### config.mk
export PLATFORM = sky130hd
export DESIGN_NAME = pool_1
export DESIGN_NICKNAME = d
export VERILOG_FILES = /design/src/rtl/pool_1.sv
export SDC_FILE = /design/constraint.sdc
export NUM_CORES = 1
export LEC_CHECK = 0
export ABC_CLOCK_PERIOD_IN_PS = 7800
export CORE_ASPECT_RATIO = 2
export CORE_MARGIN = 2
export CORE_UTILIZATION = 47
export DETAILED_ROUTE_END_ITERATION = 8
export PLACE_DENSITY = 0.69
export REMOVE_ABC_BUFFERS = 1
export SYNTH_ARGS = -nofsm -noshare
export SYNTH_HDL_FRONTEND = slang
export SYNTH_SLANG_ARGS = --single-unit
### constraint.sdc
create_clock -name clk -period 7.8 [get_ports clk]
set_clock_uncertainty 0.2 [all_clocks]
set_input_delay 2.34 -clock clk [delete_from_list [all_inputs] [get_ports clk]]
set_output_delay 2.34 -clock clk [all_outputs]
set_load 0.02 [all_outputs]
### src/rtl/pool_1.sv
// pool_1: 2x2 stride-2 signed max-pooling engine.
// Reads each conv-1 feature map from BRAM and writes the max-pooled map back
// out one pooled element at a time.
module pool_1 #(
    parameter int DATA_SIZE         = 8,
    parameter int CONV1_DEEP        = 20,
    parameter int CONV1_OUTPUT      = 24,
    parameter int POOL1_SIZE        = 2,
    parameter int POOL1_OUTPUT      = 12,
    parameter int conv1_result_base = 0,
    parameter int pool1_result_base = 0
) (
    input  logic                 clk,
    input  logic                 rst,
    input  logic                 pool_1_en,
    input  logic [DATA_SIZE-1:0] conv_result_bram_douta,
    output logic                 conv_result_bram_ena,
    output logic [14:0]          conv_result_bram_addra,
    output logic                 pool_result_bram_ena,
    output logic                 pool_result_bram_wea,
    output logic [11:0]          pool_result_bram_addra,
    output logic [DATA_SIZE-1:0] pool_result_bram_dina,
    output logic                 pool_1_finish
);

    typedef enum logic [4:0] {
        IDLE  = 5'b00001,
        CHECK = 5'b00010,
        LOAD  = 5'b00100,
        STORE = 5'b01000,
        DONE  = 5'b10000
    } state_t;

    localparam logic [14:0] RD_BASE  = 15'(conv1_result_base);
    localparam logic [11:0] WR_BASE  = 12'(pool1_result_base);
    localparam logic [14:0] MAP_SIDE = 15'(CONV1_OUTPUT);
    localparam logic [14:0] MAP_AREA = 15'(CONV1_OUTPUT * CONV1_OUTPUT);
    localparam logic [14:0] WIN_SIDE = 15'(POOL1_SIZE);
    localparam logic [11:0] OUT_SIDE = 12'(POOL1_OUTPUT);
    localparam logic [11:0] OUT_AREA = 12'(POOL1_OUTPUT * POOL1_OUTPUT);
    localparam logic [3:0]  POS_LAST = 4'(POOL1_OUTPUT - 1);
    localparam logic [4:0]  F_END    = 5'(CONV1_DEEP);

    state_t               state;
    logic [4:0]           f;
    logic [3:0]           pr;
    logic [3:0]           pc;
    logic [1:0]           slot;
    logic [1:0]           cyc;
    logic [DATA_SIZE-1:0] max_val;

    logic [14:0]          rd_row;
    logic [14:0]          rd_col;
    logic [14:0]          rd_addr;
    logic [11:0]          wr_addr;

    // Address of the window element selected by slot (bit 1 = row offset, bit 0 = column offset) and of the pooled output.
    always_comb begin
        rd_row  = 15'(pr) * WIN_SIDE + 15'(slot[1]);
        rd_col  = 15'(pc) * WIN_SIDE + 15'(slot[0]);
        rd_addr = RD_BASE + 15'(f) * MAP_AREA + rd_row * MAP_SIDE + rd_col;
        wr_addr = WR_BASE + 12'(f) * OUT_AREA + 12'(pr) * OUT_SIDE + 12'(pc);
    end

    // Sequencer: check, four 4-cycle reads into the running max, one store; enable low freezes everything except the DONE exit.
    always_ff @(posedge clk) begin
        if (rst) begin
            state                  <= IDLE;
            f                      <= '0;
            pr                     <= '0;
            pc                     <= '0;
            slot                   <= '0;
            cyc                    <= '0;
            max_val                <= '0;
            conv_result_bram_ena   <= 1'b0;
            conv_result_bram_addra <= '0;
            pool_result_bram_ena   <= 1'b0;
            pool_result_bram_wea   <= 1'b0;
            pool_result_bram_addra <= '0;
            pool_result_bram_dina  <= '0;
            pool_1_finish          <= 1'b0;
        end else if (state == DONE && !pool_1_en) begin
            state <= IDLE;
        end else if (pool_1_en) begin
            case (state)
                IDLE: begin
                    f                    <= '0;
                    pr                   <= '0;
                    pc                   <= '0;
                    slot                 <= '0;
                    cyc                  <= '0;
                    pool_1_finish        <= 1'b0;
                    conv_result_bram_ena <= 1'b0;
                    pool_result_bram_ena <= 1'b0;
                    pool_result_bram_wea <= 1'b0;
                    state                <= CHECK;
                end
                CHECK: begin
                    pool_result_bram_ena <= 1'b0;
                    pool_result_bram_wea <= 1'b0;
                    if (f == F_END) begin
                        state <= DONE;
                    end else begin
                        slot  <= '0;
                        cyc   <= '0;
                        state <= LOAD;
                    end
                end
                LOAD: begin
                    if (cyc == 2'd0) begin
                        conv_result_bram_ena   <= 1'b1;
                        conv_result_bram_addra <= rd_addr;
                    end
                    if (cyc == 2'd3) begin
                        if (slot == 2'd0) begin
                            max_val <= conv_result_bram_douta;
                        end else if ($signed(conv_result_bram_douta) > $signed(max_val)) begin
                            max_val <= conv_result_bram_douta;
                        end
                        slot <= slot + 2'd1;
                        if (slot == 2'd3) begin
                            conv_result_bram_ena <= 1'b0;
                            state                <= STORE;
                        end
                    end
                    cyc <= cyc + 2'd1;
                end
                STORE: begin
                    pool_result_bram_ena   <= 1'b1;
                    pool_result_bram_wea   <= 1'b1;
                    pool_result_bram_addra <= wr_addr;
                    pool_result_bram_dina  <= max_val;
                    if (pc == POS_LAST) begin
                        pc <= '0;
                        if (pr == POS_LAST) begin
                            pr <= '0;
                            f  <= f + 5'd1;
                        end else begin
                            pr <= pr + 4'd1;
                        end
                    end else begin
                        pc <= pc + 4'd1;
                    end
                    state <= CHECK;
                end
                DONE: begin
                    pool_1_finish        <= 1'b1;
                    conv_result_bram_ena <= 1'b0;
                    pool_result_bram_ena <= 1'b0;
                    pool_result_bram_wea <= 1'b0;
                end
                default: begin
                    conv_result_bram_ena <= 1'b0;
                    pool_result_bram_ena <= 1'b0;
                    pool_result_bram_wea <= 1'b0;
                    state                <= IDLE;
                end
            endcase
        end
    end

endmodule
Yosys cells after proc, flatten, opt, wreduce, memory -nomap -nowiden
Index checks and enable logic that the tools add are counted.

Add/subtract/negate cells: 11. $mul: 4. $lt $le $gt $ge: 1. Eq/ne operators: 15. Multiplexer cells: 24. Bitwise logic cells: 4. Reductions and logical operators: 23.

Operators by type and width (count): $mux W5 (5); $pmux W5 S4 (1); $mux W8 (2); $pmux W4 S2 (2); $reduce_and A4 Y1 (4); $add A15 B11 Y15 (1); $add A15 B6 Y15 (1); $reduce_and A3 Y1 (5); $reduce_and A5 Y1 (3); $add A12 B4 Y12 (1); $add A12 B8 Y12 (1); $add A5 B1 Y6 (2); $mux W4 (3); $pmux W2 S3 (2); $eq A5 B5 Y1 const B (2); $ne A2 B2 Y1 const B (5); $pmux W5 S2 (1); $mul A5 B4 Y9 const B (1); $add A4 B1 Y4 const B (2); $eq A4 B4 Y1 const B (2); $gt A8 B8 Y1 (1); $mul A5 B4 Y8 const B (1); $mul A6 B2 Y8 const B (1); $mul A4 B2 Y6 const B (1); other kinds (17) (32).

Register bits after elaboration: 68. Input bits: 11. Word-level logic and storage cells: 95.

Longest topological paths before layout
Word-level depth: 5. Mapped depth: 14. Depth with buffers taken out: 14.

Least setup slack after synthesis
OpenSTA, ideal clock, no wires.

Kind: input to register. Start: input conv_result_bram_douta[7]. End: register max_val[0]. Setup time: 120 ps. Arrival: 3717 ps. Data required time: 7480 ps. Path slack: 3763 ps. Stages: 6. Path buffers: 1. Path through: ha_1 -> or4b_1 -> a221oi_1 -> and4b_1 -> buf_4 -> mux2i_1.

Longest elaborated chain between the ends: 3.

RTL lines: start, declared (RTL line 16) `input logic [DATA_SIZE-1:0] conv_result_bram_douta,`; $gt A8 B8 Y1 (RTL line 117) `end else if ($signed(conv_result_bram_douta) > $signed(max_val)) begin`; $reduce_bool A2 Y1 (no line); $reduce_and A5 Y1 (no line); end signal, assigned (RTL line 116) `max_val <= conv_result_bram_douta;`; end signal, assigned (RTL line 118) `max_val <= conv_result_bram_douta;`; end, declared (RTL line 50) `logic [DATA_SIZE-1:0] max_val;`.

No other way between the ends. A chain may end at the register's enable or synchronous reset.

Worst setup path after layout
Ends and elaborated chain as after synthesis.

==> metrics.cfg <==
[place]
port_buffers=49
dpl.hpwl_mm=7.34
place_congestion=0.887

[synth]
async_flop_share_pct=0
synth_area_leaders=dfxtp_1, ha_1, nand2_1
yosysTopAreaCellShare_pct=33.0
ys_seq_area_share_pct=33.0
synth_most_common_cell=nand2_1
netlist_top_cells_count=nand2_1, dfxtp_1, a21oi_1, nor2_1, ha_1
netlist_area_um2=4120
synth_top_area_cell=dfxtp_1
synth_ff_type=dfxtp_1
ys.warnings.count=0
synth_cell_types=57
synth_edf_count=0
avgSynthCellArea_um2=8.07
synthCells=511
synth_seq_cells=68

[die]
core_area_um2=8590
initial_core_util_pct=48.0
die_h_um=136
die_x_um=70.2
ios=50
dieArea_um2=9580
rows=48

[cells_and_area]
fill_cells=807
n_antenna_cell=0
drive_gt1_share_pct=5.42
nets=602
areaGrowthSynthToFinish_pct=19.8

[worst_hold_path]
min_to=conv_result_bram_addra[7]
hold_class=register to register
min_path_cells=2
min_from=conv_result_bram_addra[7]

[drt]
route.detailed.drc=0
dr.first_iter.drc_count=147
ant_nets=0
drt_wl_total_mm=9.94
vias=3683
via_per_inst=5.63
wl_per_cell_um=15.2
drt_pass1_iterations=4

[sta]
maxSlewViolCount=0
worst_pin_slew_ns=0.999
hold_violations=0
fmax_mhz=227
finalCriticalPeriod_ns=4.40
fin_tns_setup_ns=0
slew_headroom_pct=33.4
setup_viol=0
finalCritPeriodShare_pct=56.4
grt_setup_unrepaired=no

[setup_path]
critPathKind=input port to register
r2r_slack_ns=4.26
rr_startpoint=pr[0]
crit_family=simple AND/OR/NAND/NOR gates
arrival_ns=4.40
start_kind=input port
cp_cell_sequence=clkdlybuf4s50_1 > ha_1 > or4b_1 > a221oi_1 > and4b_1 > mux2i_1
r2r-end=conv_result_bram_addra[12]
r2r_cells=11
cp_slowest_cell=clkdlybuf4s50_1
crit_path_max_incr_delay_ns=0.45
worst-path-buf-inv=1
endpoint_kind=register
worstPathRequired_ns=7.80
path_max_fanout=8

[pwr]
seqPwrFrac_pct=44.3
p_comb_share_pct=5.2
p_switching_mw=0.178
power_density_nw_per_um2=161
peakVddDrop_mv=0.104
internal_power_mw=0.618
power_frac_clock_pct=50.6
finalPower_mw=0.796
switching_share_pct=22.3
total_leakage_power_nw=1.87

[clocking]
clkSinkCount=68
cts_root_buf=clkbuf_16
clk_latency_ns=0.34
cts.repair.resized=0
cts_made_buffers=9
htree_levels=3
clock_path_buffers=2
cts-hold-fix-buffers=0
clkSlewWorstSetupHoldPaths_ns=0.05
cts_tree=built
cts_setup_buffers=0

[global_route]
antenna_found_initial=0
grt_overflow=0
first_global_vias=3543
grt_max_degree=56
grt_usage_pct=21.6
grt_pass1_wl_mm=16.5

[run_status]
status=complete, no violations

[job]
cap_violations=0

[stage by stage]
stage | hold WS [ns] | setup WS (ns) | std cells | area (µm²) | util [%]
2_1_floorplan | 0.239 | 3.74 | 487 | 4010 | -
3_3_place_gp | 0.242 | 3.13 | 639 | 4640 | 54.1
3_5_place_dp | 0.244 | 3.04 | 639 | 4640 | 54.1
4_1_cts | 0.251 | 3.38 | 654 | 4940 | 57.5
5_1_grt | 0.269 | 3.22 | 654 | 4940 | 57.5
6_report | 0.248 | 3.40 | 654 | 4940 | 57.5
[power groups by stage]
stage	Clock [mW]	Sequential, mW	Combinational (mW)
2_1_floorplan	0	0.359	0.0220
3_3_place_gp	0	0.360	0.0404
3_5_place_dp	0	0.360	0.0410
4_1_cts	0.409	0.352	0.0412
5_1_grt	0.424	0.352	0.0455
6_report	0.402	0.352	0.0410
[final cells by class]
type | instances | area [µm²] | area share, %
Multi-Input combinational cell | 390 | 2540 | 51.5
Sequential cell | 68 | 1360 | 27.6
Timing Repair Buffer | 52 | 508 | 10.3
Clock buffer | 11 | 243 | 4.92
Tap cell | 100 | 125 | 2.53
Inverter | 29 | 109 | 2.20
Clock inverter | 4 | 50.0 | 1.01
[worst max path at each step]
| stage | startpoint | to | slack, ns | cells after the start |
|---|---|---|---|---|
| CTS | pool_1_en | pool_result_bram_addra[5] | 3.38 | 5 |
| floorplan | conv_result_bram_douta[7] | max_val[0] | 3.74 | 5 |
| global placement | pool_1_en | pool_result_bram_addra[6] | 3.13 | 5 |
| finish | conv_result_bram_douta[7] | max_val[0] | 3.40 | 6 |
| global route | pool_1_en | pool_result_bram_addra[5] | 3.22 | 5 |
| detailed placement | conv_result_bram_douta[7] | max_val[6] | 3.04 | 6 |
[metal layers]
layer	wire length (µm)	up-vias	part of all wire [%]	global-route usage, %
met5	0	-	0	0
met4	258	0	2.6	9.29
met3	288	20	2.9	4.15
met2	5360	65	54	41.0
met1	4030	1719	41	22.8
li1	-	1879	-	-
[cells in the final DEF (no fill, tap or decap), types with 4 or more instances in the layout]
cell | netlist | final
fa_1 | 5 | 5
ha_1 | 36 | 36
a21oi_1 | 53 | 53
nand4_1 | 7 | 7
a211oi_1 | 8 | 8
o211ai_1 | 6 | 6
nand3_1 | 20 | 20
mux2i_1 | 9 | 9
nor2_1 | 42 | 42
nand2b_1 | 4 | 4
or3_1 | 8 | 8
a21o_1 | 6 | 6
clkdlybuf4s50_1 | 0 | 48
inv_1 | 28 | 28
o21ai_0 | 15 | 15
nor3_1 | 11 | 11
and3_1 | 5 | 5
xor2_1 | 8 | 8
dfxtp_1 | 68 | 68
clkbuf_16 | 0 | 9
nand2_1 | 79 | 79
xnor2_1 | 11 | 11
or4_1 | 5 | 5
[tightest hold or removal path: stages (launching register included)]
cell,delay [ns]
dfxtp_1,0.30
nand2_1,0.05
a21oi_1,0.05
[registers in the layout (all words and copies together) (netlist names)]
register / count
conv_result_bram_addra: 15
conv_result_bram_ena: 1
cyc: 2
f: 5
max_val: 8
pc: 4
pool_1_finish: 1
pool_result_bram_addra: 12
pool_result_bram_dina: 8
pool_result_bram_wea: 1
pr: 4
slot: 2
state: 5
[kinds of logic after synthesis]
group / count (synthesis) / synth area share, %
AND/OR/NAND/NOR: 208 / 25.1
XOR/XNOR: 19 / 4.04
AO/OA/AOI/OAI: 112 / 16.7
flip-flops: 68 / 33.0
adder cells (fa/ha/maj): 41 / 13.4
buffers and inverters: 53 / 5.31
multiplexers: 10 / 2.46
Power figures use the tool's default switching activity.
